**config.mk**
```make
export PLATFORM = sky130hd
export DESIGN_NAME = uart_tx
export DESIGN_NICKNAME = d
export VERILOG_FILES = /design/src/rtl/uart_tx.sv
export SDC_FILE = /design/constraint.sdc
export NUM_CORES = 1
export LEC_CHECK = 0
export ABC_AREA = 1
export CAP_MARGIN = 20
export CORE_MARGIN = 5
export CORE_UTILIZATION = 51
export CTS_CLUSTER_DIAMETER = 150
export DETAILED_ROUTE_END_ITERATION = 6
export DONT_BUFFER_PORTS = 1
export PLACE_DENSITY = 0.77
export SKIP_LAST_GASP = 1
export SLEW_MARGIN = 20
export SYNTH_ARGS = -nofsm -noshare
export SYNTH_HDL_FRONTEND = slang
export SYNTH_SLANG_ARGS = --single-unit
```
**constraint.sdc**
```tcl
create_clock -name clk -period 2.05 [get_ports clk]
set_clock_uncertainty 0.2 [all_clocks]
set_input_delay 0.205 -clock clk [delete_from_list [all_inputs] [get_ports clk]]
set_output_delay 0.205 -clock clk [all_outputs]
set_load 0.005 [all_outputs]
```
**src/rtl/uart_tx.sv**
```systemverilog
// UART transmitter: one DATA_BITS word per frame, LSB first, with optional
// parity and one or two stop bits. Bit period is COUNT_MAX clocks. Every
// output is a flop, so no input reaches an output combinationally.
module uart_tx #(
    parameter int FRE        = 40_000_000,
    parameter int BAUD_RATE  = 9600,
    parameter int COUNT_MAX  = FRE / BAUD_RATE,
    parameter int DATA_BITS  = 8,
    parameter int PARITY_EN  = 0,
    parameter int PARITY_ODD = 0,
    parameter int STOP_BITS  = 1
) (
    input  logic                 clk,
    input  logic                 rst,
    input  logic [DATA_BITS-1:0] tx_data,
    input  logic                 tx_valid,
    output logic                 tx_ready,
    output logic                 tx,
    output logic                 tx_busy,
    output logic                 tx_done
);

    localparam int CNT_W = $clog2(COUNT_MAX);
    localparam int BIT_W = $clog2(DATA_BITS);

    localparam logic [CNT_W-1:0] CNT_LAST  = CNT_W'(COUNT_MAX - 1);
    localparam logic [BIT_W-1:0] DATA_LAST = BIT_W'(DATA_BITS - 1);
    localparam logic [BIT_W-1:0] STOP_LAST = BIT_W'(STOP_BITS - 1);

    typedef enum logic [2:0] {
        S_IDLE   = 3'd0,
        S_START  = 3'd1,
        S_DATA   = 3'd2,
        S_PARITY = 3'd3,
        S_STOP   = 3'd4
    } state_t;

    state_t               state_q,    state_d;
    logic [CNT_W-1:0]     baud_cnt_q, baud_cnt_d;
    logic [BIT_W-1:0]     bit_idx_q,  bit_idx_d;
    logic [DATA_BITS-1:0] shift_q,    shift_d;
    logic                 tx_q,       tx_d;
    logic                 tx_ready_q, tx_ready_d;
    logic                 tx_busy_q,  tx_busy_d;
    logic                 tx_done_q,  tx_done_d;

    logic bit_end;

    // State and registered outputs; reset forces the line idle immediately.
    always_ff @(posedge clk or posedge rst) begin
        if (rst) begin
            state_q    <= S_IDLE;
            baud_cnt_q <= '0;
            bit_idx_q  <= '0;
            // NOTE: the data latch is cleared on reset so a reset mid-frame leaves no stale word behind.
            shift_q    <= '0;
            tx_q       <= 1'b1;
            tx_ready_q <= 1'b1;
            tx_busy_q  <= 1'b0;
            tx_done_q  <= 1'b0;
        end else begin
            // NOTE: non-blocking assignments so every flop samples the pre-edge values.
            state_q    <= state_d;
            baud_cnt_q <= baud_cnt_d;
            bit_idx_q  <= bit_idx_d;
            shift_q    <= shift_d;
            tx_q       <= tx_d;
            tx_ready_q <= tx_ready_d;
            tx_busy_q  <= tx_busy_d;
            tx_done_q  <= tx_done_d;
        end
    end

    assign bit_end = (baud_cnt_q == CNT_LAST);

    // Next-state: baud counting, bit sequencing and word capture on accept.
    always_comb begin
        // NOTE: defaults first so no path leaves a variable unassigned (no latches).
        state_d    = state_q;
        baud_cnt_d = baud_cnt_q;
        bit_idx_d  = bit_idx_q;
        shift_d    = shift_q;

        case (state_q)
            S_IDLE: begin
                baud_cnt_d = '0;
                bit_idx_d  = '0;
                if (tx_valid && tx_ready_q) begin
                    shift_d = tx_data;
                    state_d = S_START;
                end
            end
            S_START: begin
                if (bit_end) begin
                    baud_cnt_d = '0;
                    bit_idx_d  = '0;
                    state_d    = S_DATA;
                end else begin
                    baud_cnt_d = baud_cnt_q + CNT_W'(1);
                end
            end
            S_DATA: begin
                if (bit_end) begin
                    baud_cnt_d = '0;
                    if (bit_idx_q == DATA_LAST) begin
                        bit_idx_d = '0;
                        state_d   = (PARITY_EN != 0) ? S_PARITY : S_STOP;
                    end else begin
                        bit_idx_d = bit_idx_q + BIT_W'(1);
                    end
                end else begin
                    baud_cnt_d = baud_cnt_q + CNT_W'(1);
                end
            end
            S_PARITY: begin
                if (bit_end) begin
                    baud_cnt_d = '0;
                    bit_idx_d  = '0;
                    state_d    = S_STOP;
                end else begin
                    baud_cnt_d = baud_cnt_q + CNT_W'(1);
                end
            end
            S_STOP: begin
                if (bit_end) begin
                    baud_cnt_d = '0;
                    if (bit_idx_q == STOP_LAST) begin
                        bit_idx_d = '0;
                        state_d   = S_IDLE;
                    end else begin
                        bit_idx_d = bit_idx_q + BIT_W'(1);
                    end
                end else begin
                    baud_cnt_d = baud_cnt_q + CNT_W'(1);
                end
            end
            default: begin
                // Unused encodings fall back to an idle line.
                state_d    = S_IDLE;
                baud_cnt_d = '0;
                bit_idx_d  = '0;
            end
        endcase
    end

    // Outputs decoded from the next state so they are valid right after each edge.
    always_comb begin
        tx_d       = 1'b1;
        tx_ready_d = (state_d == S_IDLE);
        tx_busy_d  = (state_d != S_IDLE);
        tx_done_d  = (state_q == S_STOP) && (state_d == S_IDLE);

        case (state_d)
            S_START:  tx_d = 1'b0;
            S_DATA:   tx_d = shift_d[bit_idx_d];
            S_PARITY: tx_d = (^shift_d) ^ (PARITY_ODD != 0);
            default:  tx_d = 1'b1;
        endcase
    end

    assign tx       = tx_q;
    assign tx_ready = tx_ready_q;
    assign tx_busy  = tx_busy_q;
    assign tx_done  = tx_done_q;

endmodule

```
==> results.cfg, run 1 <==
[status]
outcome = finished, violations left
violations = negative setup slack

[die]
die-area_sq_um = 5070
row_count = 22
die_y_um = 71.21
io_pins = 15
die_w_um = 71.21
initial_core_util_pct = 52.58
coreArea_sq_um = 3633

[logic_synthesis]
syn-num-nets = 265
synth_area_sq_um = 1911
ys_seq_area_share_pct = 40.73
ys_types = 30
syn_inst = 249
yosys_warnings = 0
syn_avg_cell_area_sq_um = 7.673
yosys_register_bits = 31

[worst_setup_path]
end_kind = register
arrival_ps = 2220
crit_fanout = 5
start_kind = register
cp.required_ps = 2080
critPathKind = reg2reg

[route]
drt_wl_total_mm = 4.475
drc_errors = 0
antenna_left = 0
drt_first_pass_iters = 4
num_vias = 1707
drt_first_iter_violations = 140
routed_via_density = 5.126
wl_per_cell_um = 13.44

[clock_network]
insertion_delay_ps = 290
clkTransAtPathRegs_ps = 70
h-tree-depth = 2
cts_max_path_buffers = 2
cts_num_sinks = 31
cts_tree = built
cts_root_buffer = clkbuf_8
numCtsBuffers = 5

[place]
placedCellCount = 306
port_buffers = 0
place_ws_ps = -64.08
dp_hpwl_mm = 2.679
gp_congestion = 0.8091

[global_routing]
grt-ovfl-total = 0
grt_pass1_wl_mm = 6.727
antenna_found_initial = 0
grt_pass1_vias = 1476
grt_max_degree = 32
track_usage_pct = 16.64

[timing]
rsz0062_at_grt = yes
report.final.hold_viol_count = 0
min_period_over_period_pct = 106.5
drv_slew = 0
max_slew_margin_pct = 72.20
fin_ws_ps = -132.6
period_minus_slack_ps = 2183
tightest_slew_ps = 412.6
fmax_ghz = 0.4582
finalSetupViolCount = 3

[run]
drv_cap = 0

[power]
vdd_drop_max_v = 0.0004388
cellPowerDensity_nw_per_um2 = 928.8
p_leak_nw = 1.198
finalPower_mw = 2.250

[finish]
fin_nets = 300
seqCellArea_sq_um = 778.2
antenna_cells = 0
post_route_cells_drive_above_1_share_pct = 32.28
fillers = 290
multi_input_area_sq_um = 1066
area_growth_pct = 26.78
finalNonFillerCells = 333

[min_path]
holdCritPathClass = in2reg
[where the power goes]
part / total (mW) / switching, mW / internal, mW
Sequential: 0.846 / 0.0983 / 0.748
Combinational: 0.869 / 0.515 / 0.354
Clock: 0.535 / 0.229 / 0.306
Total: 2.25 / 0.842 / 1.41
[worst max-delay path, stage by stage, from the launching register on]
cell     delay (ps)
dfrtp_1         410
inv_1            70
ha_2            170
nand2_1          60
inv_1            70
nand2_2          80
nor2_4          170
nand3_2         100
nand2_2         130
nand3_4         120
nand2_4         120
nand2_2          50
nand3_1          80
nand2_1          80
nand2_1          60
nand3_1          80
nand2_1          70
[sequential cells by signal, summed over array words and instances, names as in the netlist]
signal,cells
baud_cnt_q,13
bit_idx_q,3
shift_q,8
state_q,3
tx,1
tx_busy,1
tx_done,1
tx_ready,1
[what timing repair did]
item / in CTS / in global routing
setup endpoints to repair: 4 / 8
endpoints found under the hold margin: 37 / 0
hold buffers: 9 / 0
gates resized for setup: 14 / 21
pin swaps: 6 / 10
setup buffers: 1 / 9
[path summary, 6_finish.rpt]
check,start,to,slack [ps],cells past startpoint
worst max-delay path,baud_cnt_q[1],tx,-130,16
max in group asynchronous,rst,tx,1080,3
worst min register to register,shift_q[5],shift_q[5],330,2
worst max register to register,baud_cnt_q[1],tx,-130,16
min in group asynchronous,rst,baud_cnt_q[11],240,3
worst min-delay path,tx_valid,shift_q[2],90,4
[final cells by class]
cell class | instances | area share (%)
timing repair buffer | 30 | 10.23
tap | 48 | 2.479
inverter | 45 | 7.025
multi-input combinational | 171 | 44.01
clock buffer | 8 | 4.132
sequential | 31 | 32.13
[metrics by stage]
stage / TNS, ps / hold WS (ps) / utilization (%) / cell area (sq um)
after floorplan: 0 / 107.0 / - / 1911
after global placement: -16.51 / 7.843 / 55.85 / 2029
after detailed placement: -91.73 / 6.820 / 55.85 / 2029
after CTS: -36.05 / 81.78 / 62.60 / 2275
after global routing: -872.7 / 97.89 / 66.67 / 2422
final: -172.7 / 90.72 / 66.67 / 2422
[cell families (layout without fill, tap and decap cells)]
| group | count (synthesis) | after routing | share of synthesized area [%] |
|---|---|---|---|
| fa+ha+maj | 5 | 5 | 3.274 |
| buf+inv | 47 | 83 | 10.15 |
| simple gates | 141 | 141 | 36.02 |
| xor+xnor | 8 | 8 | 3.667 |
| flops | 31 | 31 | 40.73 |
| compound gates | 17 | 17 | 6.156 |
[synth_stat cells]
master	n	area, sq um
a21boi_0	1	7.510
a21oi_1	6	30.03
buf_12	1	20.02
clkbuf_1	1	3.750
clkinv_2	1	5.000
dfrtp_1	29	725.7
dfstp_2	2	52.55
ha_1	5	62.56
inv_1	38	142.6
inv_2	6	22.52
nand2_1	62	232.7
nand2_2	12	75.07
nand2_4	4	45.04
nand3_1	20	100.1
nand3_2	2	20.02
nand3b_1	1	7.510
nand4_1	3	18.77
nor2_1	22	82.58
nor2_2	4	25.02
nor2_8	1	20.02
nor3_1	7	35.03
nor3b_1	1	7.510
nor4_1	1	6.260
nor4_2	1	12.51
o21a_1	3	22.52
o21ai_0	1	5.000
o21ai_2	5	43.79
o221ai_1	1	8.760
xnor2_1	4	35.03
xor2_1	4	35.03
[routing by layer]
| layer | share of wire (%) | GRT usage (%) | vias up |
|---|---|---|---|
| li1 | - | - | 843 |
| met4 | 2.7 | 5.846 | 0 |
| met3 | 5.7 | 5.114 | 19 |
| met2 | 49 | 24.90 | 49 |
| met1 | 43 | 22.72 | 796 |
| met5 | 0 | 0 | - |
[layout by cell type, fill, tap and decap left out, drive strengths merged]
cell type	netlist	routed
a21boi	1	1
a21oi	6	6
buf	1	21
clkbuf	1	8
clkinv	1	1
dfrtp	29	29
dfstp	2	2
dlygate4sd3	0	9
ha	5	5
inv	44	44
nand2	78	78
nand3	22	22
nand3b	1	1
nand4	3	3
nor2	27	27
nor3	7	7
nor3b	1	1
nor4	2	2
o21a	3	3
o21ai	6	6
o221ai	1	1
xnor2	4	4
xor2	4	4
No activity file was read; power rests on OpenSTA's default activity.
==> run 2, diff against run 1 <==
--- a/config.mk
+++ b/config.mk
@@ -7,6 +7,7 @@
 export LEC_CHECK = 0
 export ABC_AREA = 1
 export CAP_MARGIN = 20
+export CORE_ASPECT_RATIO = 1.2
 export CORE_MARGIN = 5
 export CORE_UTILIZATION = 51
 export CTS_CLUSTER_DIAMETER = 150
==> run 2 against run 1 <==
Compared with the run above: the flow still finishes with violations (negative setup slack); clock-buffer cell count down 1; critical path type unchanged; non-clock buffer count down 8; worst hold slack worse by 12 ps; cell area down 3.8%; power down 5.4%; fmax up 4.5%; via count down 5.7%; utilization down 2.5 points; critical path depth down 2; register-to-register slack better by 90 ps; sequential power down 0.7%; critical endpoint unchanged.
==> results.cfg, run 2 (synthesis results as in run 1) <==
[status]
outcome = finished, violations left
violations = negative setup slack

[worst_setup_path]
cp.required_ps = 2070
end_kind = register
critPathKind = reg2reg
crit_fanout = 4
reg2reg_depth = 14
start_kind = register
arrival_ps = 2110

[route]
drt_wl_total_mm = 3.831
num_vias = 1610
antenna_left = 0
wl_per_cell_um = 11.64
drt_first_pass_iters = 6
drc_errors = 0
drt_first_iter_violations = 106
routed_via_density = 4.894

[global_routing]
antenna_found_initial = 0
track_usage_pct = 15.92
grt_pass1_vias = 1508
grt_use_met3_pct = 4.386
grt-ovfl-total = 0
grt_pass1_wl_mm = 6.272
grt-busiest-layer = met2
use_met2_pct = 28.49
grt.met1_usage_pct = 17.53
grt_max_degree = 32

[min_path]
hold_depth = 3
holdCritPathClass = in2reg

[power]
p_leak_nw = 1.150
pwr-share-comb_pct = 39.1
pwr-share-seq_pct = 39.5
netSwitchingPower_uw = 806.0
p_int_mw = 1.321
vdd_drop_max_v = 0.0005132
pwr-share-clk_pct = 21.4
cellPowerDensity_nw_per_um2 = 913.1
swShare_pct = 37.89

[timing]
fin_ws_ps = -38.90
period_minus_slack_ps = 2089
rsz0062_at_grt = yes
drv_slew = 0
setup-tns-final_ps = -38.90
min_period_over_period_pct = 101.9
report.final.hold_viol_count = 0
tightest_slew_ps = 392.7
fmax_ghz = 0.4787
max_slew_margin_pct = 73.82
finalSetupViolCount = 1

[place]
dp_hpwl_mm = 2.621
port_buffers = 0
place_ws_ps = -19.44
gp_congestion = 0.8193

[finish]
post_route_cells_drive_above_1_share_pct = 26.35
largestRegisters = baud_cnt_q (13), shift_q (8)
final_cell_mix = nand2_1 (56), inv_1 (36), dfrtp_1 (29)
largest_reg_flops = 13
final_common_cell = nand2_1
antenna_cells = 0
area_growth_pct = 21.94
fin_nets = 292
regMostFlops = baud_cnt_q

[clock_network]
numCtsBuffers = 5
cts_num_sinks = 31
h-tree-depth = 2
cts_root_buffer = clkbuf_8
cts_tree = built
insertion_delay_ps = 280
clkTransAtPathRegs_ps = 60
cts_max_path_buffers = 2

[die]
initial_core_util_pct = 52.58
die-area_sq_um = 5076
die_w_um = 65.88
coreArea_sq_um = 3633
row_count = 24
die_y_um = 77.05
io_pins = 15

[run]
drv_cap = 0
-- run 2: layout make-up --
class                      count  area, sq um
fill                         296         1304
clock inverter                 1        5.005
multi-input combinational    171         1035
tap                           52        65.06
timing repair buffer          22        200.2
inverter                      45        170.2
sequential                    31        778.2
clock buffer                   7        76.32
-- run 2: path summary, 6_finish.rpt --
check                         startpoint       endpoint  slack, ps
min reg2reg                   shift_q[3]     shift_q[3]        320
max reg2reg                baud_cnt_q[1]             tx        -40
min                             tx_valid     shift_q[3]         80
max in group asynchronous            rst       tx_ready       1080
max                        baud_cnt_q[1]             tx        -40
min in group asynchronous            rst  baud_cnt_q[8]        240
-- run 2: worst max-delay path: stages (launching register included) --
cell,delay [ps]
dfrtp_1,410
inv_1,80
ha_2,170
nand2_1,50
inv_1,70
nand2_2,80
nor2_4,140
nand2_4,80
nand2_2,90
inv_1,80
nor2_1,170
inv_1,90
nor2_1,160
nand3_1,90
nand2_1,70
-- run 2: layer usage --
layer  part of all wire [%]  vias up
li1                       -      826
met1                     41      744
met2                     53       32
met3                    4.2        8
met4                    1.8        0
met5                      0        -
-- run 2: power by group through the flow --
stage	clock, mW	sequential, mW	combinational, mW
after floorplan	0	0.837	0.583
after global placement	0	0.847	0.699
after detailed placement	0	0.850	0.717
after CTS	0.469	0.838	0.759
after global routing	0.503	0.856	0.934
final	0.455	0.840	0.832
-- run 2: stage by stage --
stage               utilization (%)  cell area (sq um)  hold WS, ps  cells  total power, mW
finish                        64.12               2330        78.57    329            2.127
global route                  64.12               2330        123.4    329            2.293
CTS                           61.19               2223        92.76    326            2.066
detailed placement            54.75               1989        4.386    304            1.567
global placement              54.75               1989       0.7055    304            1.546
floorplan                         -               1911        107.0    249            1.420
-- run 2: what timing repair did --
action	in CTS	in global routing
setup buffers	5	3
setup endpoints to repair	1	8
hold endpoints to repair	37	0
resized for setup	5	20
pin swaps	3	10
hold buffers	9	0
